<file path="config.mk">
export PLATFORM = sky130hd
export DESIGN_NAME = multicycle_sequencer
export DESIGN_NICKNAME = d
export VERILOG_FILES = /design/src/rtl/rv32_pkg.sv /design/src/rtl/mem_wait_timer.sv /design/src/rtl/multicycle_sequencer.sv
export SDC_FILE = /design/constraint.sdc
export NUM_CORES = 1
export LEC_CHECK = 0
export BUFFER_PORTS_ARGS = -buffer_cell sky130_fd_sc_hd__buf_2
export CORE_ASPECT_RATIO = 0.6
export CORE_MARGIN = 2
export CORE_UTILIZATION = 40
export CTS_BUF_LIST = sky130_fd_sc_hd__clkbuf_4 sky130_fd_sc_hd__clkbuf_8
export CTS_CLUSTER_DIAMETER = 80
export CTS_CLUSTER_SIZE = 14
export DETAILED_ROUTE_END_ITERATION = 16
export PLACE_DENSITY = 0.72
export SETUP_SLACK_MARGIN = 0.15
export SKIP_LAST_GASP = 1
export SYNTH_ARGS = -nofsm -noshare
export SYNTH_HDL_FRONTEND = slang
export SYNTH_SLANG_ARGS = --single-unit
</file>
<file path="constraint.sdc">
create_clock -name clk -period 3.4 [get_ports clk]
set_clock_uncertainty 0.2 [all_clocks]
set_input_delay 0.68 -clock clk [delete_from_list [all_inputs] [get_ports clk]]
set_output_delay 0.68 -clock clk [all_outputs]
set_load 0.05 [all_outputs]
</file>
<file path="src/rtl/rv32_pkg.sv">
// Shared RV32I definitions: opcode map, sequencer state encoding and ALU
// control codes used by control_unit and the multi-cycle sequencer.
package rv32_pkg;

  localparam logic [6:0] OP_LUI    = 7'b0110111;
  localparam logic [6:0] OP_AUIPC  = 7'b0010111;
  localparam logic [6:0] OP_JAL    = 7'b1101111;
  localparam logic [6:0] OP_JALR   = 7'b1100111;
  localparam logic [6:0] OP_BRANCH = 7'b1100011;
  localparam logic [6:0] OP_LOAD   = 7'b0000011;
  localparam logic [6:0] OP_STORE  = 7'b0100011;
  localparam logic [6:0] OP_IMM    = 7'b0010011;
  localparam logic [6:0] OP_REG    = 7'b0110011;

  typedef enum logic [2:0] {
    S_IDLE   = 3'd0,
    S_FETCH  = 3'd1,
    S_DECODE = 3'd2,
    S_EXEC   = 3'd3,
    S_MEM    = 3'd4,
    S_WB     = 3'd5,
    S_TRAP   = 3'd6
  } seq_state_t;

  localparam logic [3:0] ALU_ADD    = 4'd0;
  localparam logic [3:0] ALU_SUB    = 4'd1;
  localparam logic [3:0] ALU_SLL    = 4'd2;
  localparam logic [3:0] ALU_SLT    = 4'd3;
  localparam logic [3:0] ALU_SLTU   = 4'd4;
  localparam logic [3:0] ALU_XOR    = 4'd5;
  localparam logic [3:0] ALU_SRL    = 4'd6;
  localparam logic [3:0] ALU_SRA    = 4'd7;
  localparam logic [3:0] ALU_OR     = 4'd8;
  localparam logic [3:0] ALU_AND    = 4'd9;
  localparam logic [3:0] ALU_PASS_B = 4'd10;

  function automatic logic is_legal_opcode(input logic [6:0] op);
    case (op)
      OP_LUI, OP_AUIPC, OP_JAL, OP_JALR, OP_BRANCH,
      OP_LOAD, OP_STORE, OP_IMM, OP_REG: is_legal_opcode = 1'b1;
      default:                           is_legal_opcode = 1'b0;
    endcase
  endfunction

endpackage

</file>
<file path="src/rtl/mem_wait_timer.sv">
// Counts unanswered cycles of an outstanding memory request and flags
// expiry on the MAX_WAIT-th unanswered cycle (a same-cycle answer wins).
module mem_wait_timer #(
  parameter int MAX_WAIT = 16
) (
  input  logic clk,
  input  logic rst,
  input  logic active_i,
  input  logic done_i,
  output logic expire_o
);

  localparam int W = (MAX_WAIT < 2) ? 1 : $clog2(MAX_WAIT);
  localparam logic [W-1:0] LAST = W'(MAX_WAIT - 1);

  logic [W-1:0] cnt_q, cnt_d;

  // Idle or answered requests hold the count at zero, so every new wait starts clean.
  always_comb begin
    cnt_d = '0;
    if (active_i && !done_i) cnt_d = cnt_q + 1'b1;
  end

  always_ff @(posedge clk or posedge rst) begin
    if (rst) cnt_q <= '0;
    else     cnt_q <= cnt_d;
  end

  assign expire_o = active_i && !done_i && (cnt_q == LAST);

endmodule

</file>
<file path="src/rtl/multicycle_sequencer.sv">
// Multi-cycle RV32I sequencer: FETCH/DECODE/EXEC/MEM/WB control with memory
// handshakes, write-enable gating, retire counting and sticky traps.
module multicycle_sequencer
  import rv32_pkg::*;
#(
  parameter int MAX_WAIT = 16,
  parameter int CNT_W    = 32
) (
  input  logic             clk,
  input  logic             rst,
  input  logic             run,
  output logic             imem_req,
  input  logic             imem_ready,
  output logic             dmem_req,
  output logic             dmem_we,
  input  logic             dmem_ready,
  input  logic [6:0]       opcode,
  input  logic             reg_write,
  input  logic             mem_read,
  input  logic             mem_write,
  input  logic             branch,
  input  logic             jump,
  input  logic             branch_taken,
  output logic             ir_we,
  output logic             pc_we,
  output logic             pc_sel,
  output logic             rf_we,
  output logic             retire,
  output logic [CNT_W-1:0] instret,
  output logic             illegal_trap,
  output logic             bus_err_trap,
  output logic [2:0]       state_dbg
);

  seq_state_t       state_q, state_d;
  logic [CNT_W-1:0] instret_q, instret_d;
  logic             illegal_q, illegal_d;
  logic             bus_err_q, bus_err_d;
  logic             wait_active, wait_done, wait_expire;

  // One timer serves both waits; only one request can be outstanding at a time.
  assign wait_active = (state_q == S_FETCH) || (state_q == S_MEM);
  assign wait_done   = (state_q == S_FETCH) ? imem_ready : dmem_ready;

  mem_wait_timer #(.MAX_WAIT(MAX_WAIT)) u_wait (
    .clk      (clk),
    .rst      (rst),
    .active_i (wait_active),
    .done_i   (wait_done),
    .expire_o (wait_expire)
  );

  always_ff @(posedge clk or posedge rst) begin
    if (rst) state_q <= S_IDLE;
    else     state_q <= state_d;
  end

  always_comb begin
    state_d = state_q;
    case (state_q)
      S_IDLE:   if (run) state_d = S_FETCH;
      S_FETCH: begin
        if (imem_ready)       state_d = S_DECODE;
        else if (wait_expire) state_d = S_TRAP;
      end
      S_DECODE: state_d = is_legal_opcode(opcode) ? S_EXEC : S_TRAP;
      S_EXEC:   state_d = (mem_read || mem_write) ? S_MEM : S_WB;
      S_MEM: begin
        if (dmem_ready) begin
          if (mem_write) state_d = run ? S_FETCH : S_IDLE;
          else           state_d = S_WB;
        end else if (wait_expire) begin
          state_d = S_TRAP;
        end
      end
      S_WB:     state_d = run ? S_FETCH : S_IDLE;
      S_TRAP:   state_d = S_TRAP;
      default:  state_d = S_IDLE;
    endcase
  end

  // A store retires straight out of MEM; everything else retires in WB.
  always_comb begin
    imem_req = (state_q == S_FETCH);
    dmem_req = (state_q == S_MEM);
    dmem_we  = (state_q == S_MEM) && mem_write;
    rf_we    = (state_q == S_WB) && reg_write;
    ir_we    = (state_q == S_FETCH) && imem_ready;
    pc_we    = (state_q == S_WB) ||
               ((state_q == S_MEM) && dmem_ready && mem_write);
    pc_sel   = (state_q == S_WB) && (jump || (branch && branch_taken));
    retire   = pc_we;
  end

  always_comb begin
    instret_d = instret_q + {{(CNT_W-1){1'b0}}, retire};
    illegal_d = illegal_q || ((state_q == S_DECODE) && !is_legal_opcode(opcode));
    bus_err_d = bus_err_q || wait_expire;
  end

  always_ff @(posedge clk or posedge rst) begin
    if (rst) begin
      instret_q <= '0;
      illegal_q <= 1'b0;
      bus_err_q <= 1'b0;
    end else begin
      instret_q <= instret_d;
      illegal_q <= illegal_d;
      bus_err_q <= bus_err_d;
    end
  end

  assign instret      = instret_q;
  assign illegal_trap = illegal_q;
  assign bus_err_trap = bus_err_q;
  assign state_dbg    = state_q;

endmodule

</file>
==> metrics.md <==
| Metric | Value |
|---|---|
| Synthesized area | `1990 µm²` |
| Die width | `95.0 µm` |
| Leading area contributor after synthesis | `dfrtp_1` |
| R2R setup slack | `0.81 ns` |
| Vias | `1,568` |
| Comb power frac | `0.350` |
| Post-CTS Hold Buffers | `0` |
| Number of top-level pins | `63` |
| Clock transition at the registers of the reported paths | `0.08 ns` |
| Number of global-route vias before repair | `1,392` |
| Nets | `267` |
| Leak | `1.26 nW` |
| CP Cell Sequence | `inv_1, a21oi_4, ha_1, nand3_1, nor4_2, nand4_1, xnor2_1` |
| Mapped Nets | `200` |
| H-tree levels | `2` |
| Vias per cell | `5.06` |
| Slowest stage delay, CP | `0.54 ns` |
| DP Area | `2390 µm²` |
| Sequential area share after synthesis | `0.517` |
| Average wire per standard cell | `13.9 µm` |
| Top-area cell type share of the netlist area | `0.517` |
| Largest cells by area after synthesis | `dfrtp_1 52%, xnor2_1 11%, nand3_1 3.3%` |
| IO Port Bufs | `62` |
| Required @ worst endpoint | `3.39 ns` |
| Register area | `1030 µm²` |
| Reg2Reg Depth | `7` |
| Hold Crit Class | `reg -> reg` |
| CTS Sinks | `41` |
| Rows | `19` |
| # fillers | `418` |
| Mean post-synth cell area | `11.1 µm²` |
| Yosys synthesis warning count | `0` |
| Slew at the pin closest to its max-slew limit | `0.724 ns` |
| Most frequent cell after synthesis | `dfrtp_1` |
| Period utilization | `0.761` |
| DRT Pass-1 Iters | `4` |
| GP Congestion | `0.776` |
| Power Total | `1.61 mW` |
| Antenna violations before repair | `0` |
| Post-cts sizing count | `0` |
| Pin count of the biggest net entering global routing | `21` |
| First-pass GRT wire length | `6.83 mm` |
| Pwr Density | `641 nW/µm²` |
| Crit path launch type | `flop` |
| Critical path peak fanout | `11` |
| Synth cell count leaders | `41 x dfrtp_1, 25 x xnor2_1, 13 x nand2_1, 13 x nand3_1, 13 x nor2_1` |
| Overall routing resource usage | `0.163` |
| Max VDD drop | `0.000531 V` |
| DRT iter0 DRCs | `80` |
| Power share of the sequential group | `0.399` |
| Async SR Flop Fraction | `1.00` |
| Overall overflow remaining after global route | `0` |
| Hold Crit Depth | `1` |
| Number of synthesized register bits | `41` |
| Area Overhead vs Synth | `26.3%` |
| Num CTS Buffers | `5` |
| Total of max-cap violations | `0` |
| DRC | `0` |
| Pint | `0.925 mW` |
| Max Slew Vio Count | `0` |
| Number of flops mapped to enable cells by yosys | `0` |
| Sw power | `0.683 mW` |
| Clock Latency Late Sink | `0.29 ns` |
| Fin crit period | `2.59 ns` |
| Root Buffer | `clkbuf_8` |
| Outcome | `finished, final reports clean` |
| Final hold vios | `0` |
| Area of the multi-input gates | `942 µm²` |
| Core Region | `4680 µm²` |
| Antenna cells | `0` |
| CP max stage cell | `dfrtp_1` |
| Starting Density | `0.424` |
| Routed wire length | `4.31 mm` |
| Post-Syn Instances | `179` |
| Fmax | `0.386 GHz` |
| Netlist cell types | `35` |
| Net switching fraction of the power | `0.425` |
| Crit. End Element | `flop` |
| Share of layout cells above drive strength 1 | `0.336` |
| Post-route cell area | `2510 µm²` |
| TNS Setup | `0 ns` |
| TritonCTS clock tree | `built` |
| Slew Limit Headroom | `0.517` |
| Die Footprint | `5560 µm²` |
| Top FF cell, synth | `dfrtp_1` |
| RSZ-0062 raised after global routing | `no` |
| Setup Crit Path Kind | `reg -> reg` |
| Post-DRT Antenna Nets | `0` |
| Clock Power Share | `0.251` |
| Hold slack | `0.275 ns` |
| Arrival @ worst endpoint | `2.57 ns` |
| Clock buffer depth | `2` |
| Die Height | `58.6 µm` |
| Final setup fails | `0` |
| Setup Buffers After CTS | `0` |
| DP HPWL | `3.26 mm` |
==> critical path: cells and delay by family, from the launching register on <==
| family | cells | cell delay (ns) |
|---|---|---|
| AOI/OAI and AO/OA | 1 | 0.19 |
| xor gates and xnor gates | 1 | 0.16 |
| adders and majority gates | 1 | 0.19 |
| buffers and inverters | 1 | 0.24 |
| DFF | 1 | 0.54 |
| and+or+nand+nor | 3 | 0.96 |
==> layout make-up <==
| type | instances | share of cell area |
|---|---|---|
| multi-input cells | 130 | 0.376 |
| well taps | 63 | 0.0314 |
| clock inverters | 2 | 0.0150 |
| inverters | 4 | 0.00599 |
| repair buffers | 64 | 0.130 |
| clock buffers | 6 | 0.0329 |
| flip-flops and latches | 41 | 0.409 |
==> path summary, 6_finish.rpt <==
check,from,to
worst max-delay path,state_dbg[0],instret[31]
worst min-delay path,u_wait.cnt_q[0],u_wait.cnt_q[0]
worst max register to register,state_dbg[0],instret[31]
worst min register to register,u_wait.cnt_q[0],u_wait.cnt_q[0]
max in group asynchronous,rst,illegal_trap
min in group asynchronous,rst,state_dbg[0]
==> placed cells by master (no fill, tap or decap) <==
| master | netlist | routed |
|---|---|---|
| o21ai_0 | 2 | 2 |
| and3_2 | 1 | 1 |
| o221ai_1 | 1 | 1 |
| nand3b_1 | 1 | 1 |
| buf_2 | 0 | 62 |
| nand4_1 | 10 | 10 |
| nand4_4 | 1 | 1 |
| ha_1 | 3 | 3 |
| a21oi_1 | 3 | 2 |
| nor2_1 | 13 | 13 |
| clkbuf_8 | 0 | 6 |
| dfrtp_1 | 41 | 41 |
| clkinvlp_4 | 0 | 1 |
| and2_1 | 2 | 2 |
| nor4_4 | 3 | 3 |
| xor2_1 | 7 | 7 |
| or2_2 | 1 | 1 |
| nand2b_1 | 3 | 3 |
| nand2_1 | 13 | 13 |
| nor2b_1 | 1 | 1 |
| o21bai_1 | 1 | 1 |
| o311ai_0 | 2 | 2 |
| a2111o_1 | 1 | 1 |
| xnor2_1 | 25 | 25 |
| a31oi_1 | 1 | 1 |
| inv_1 | 4 | 4 |
| nand4_2 | 1 | 1 |
| o31ai_1 | 1 | 1 |
| a21oi_4 | 0 | 1 |
| a41o_1 | 1 | 1 |
| a21boi_0 | 1 | 1 |
| and3_1 | 7 | 7 |
| and4_1 | 1 | 1 |
| bufinv_16 | 0 | 1 |
| nand3_1 | 13 | 13 |
| nor3_1 | 5 | 4 |
| nor3b_1 | 3 | 3 |
| nor4_2 | 2 | 2 |
| buf_4 | 1 | 2 |
| nor3_2 | 0 | 1 |
==> power by group through the flow <==
stage	clock (mW)	sequential [mW]	combinational, mW
finish	0.404	0.641	0.563
global route	0.435	0.653	0.607
CTS	0.414	0.640	0.567
detailed placement	0	0.648	0.565
global placement	0	0.645	0.565
floorplan	0	0.778	0.303
==> cell families (layout without fill, tap and decap cells) <==
logic type | after synthesis | count (layout) | synth area share
AO/OA/AOI/OAI | 14 | 14 | 0.0510
XOR/XNOR | 32 | 32 | 0.141
adder cells (fa/ha/maj) | 3 | 3 | 0.0189
buffers and inverters | 8 | 76 | 0.0170
flip-flops | 41 | 41 | 0.517
AND/OR/NAND/NOR | 81 | 81 | 0.255
==> metrics by stage <==
step            util  setup slack [ns]  std cells
6_report       0.535             0.812        310
5_1_grt        0.535             0.628        310
3_5_place_dp   0.510             0.652        302
3_3_place_gp   0.510             0.728        302
4_1_cts        0.535             0.787        310
2_1_floorplan      -             0.210        179
==> registers in the layout (all words and copies together), names as in the netlist <==
signal / count
u_wait.cnt_q: 4
bus_err_trap: 1
instret: 32
state_dbg: 3
illegal_trap: 1
==> routing by layer <==
| layer | global-route usage | wire length [µm] | up-vias |
|---|---|---|---|
| met5 | 0 | 0 | - |
| met4 | 0.0642 | 50 | 0 |
| met3 | 0.0435 | 246 | 4 |
| met2 | 0.218 | 1770 | 46 |
| met1 | 0.250 | 2250 | 747 |
| li1 | - | - | 771 |
No activity file was read; power rests on OpenSTA's default activity.
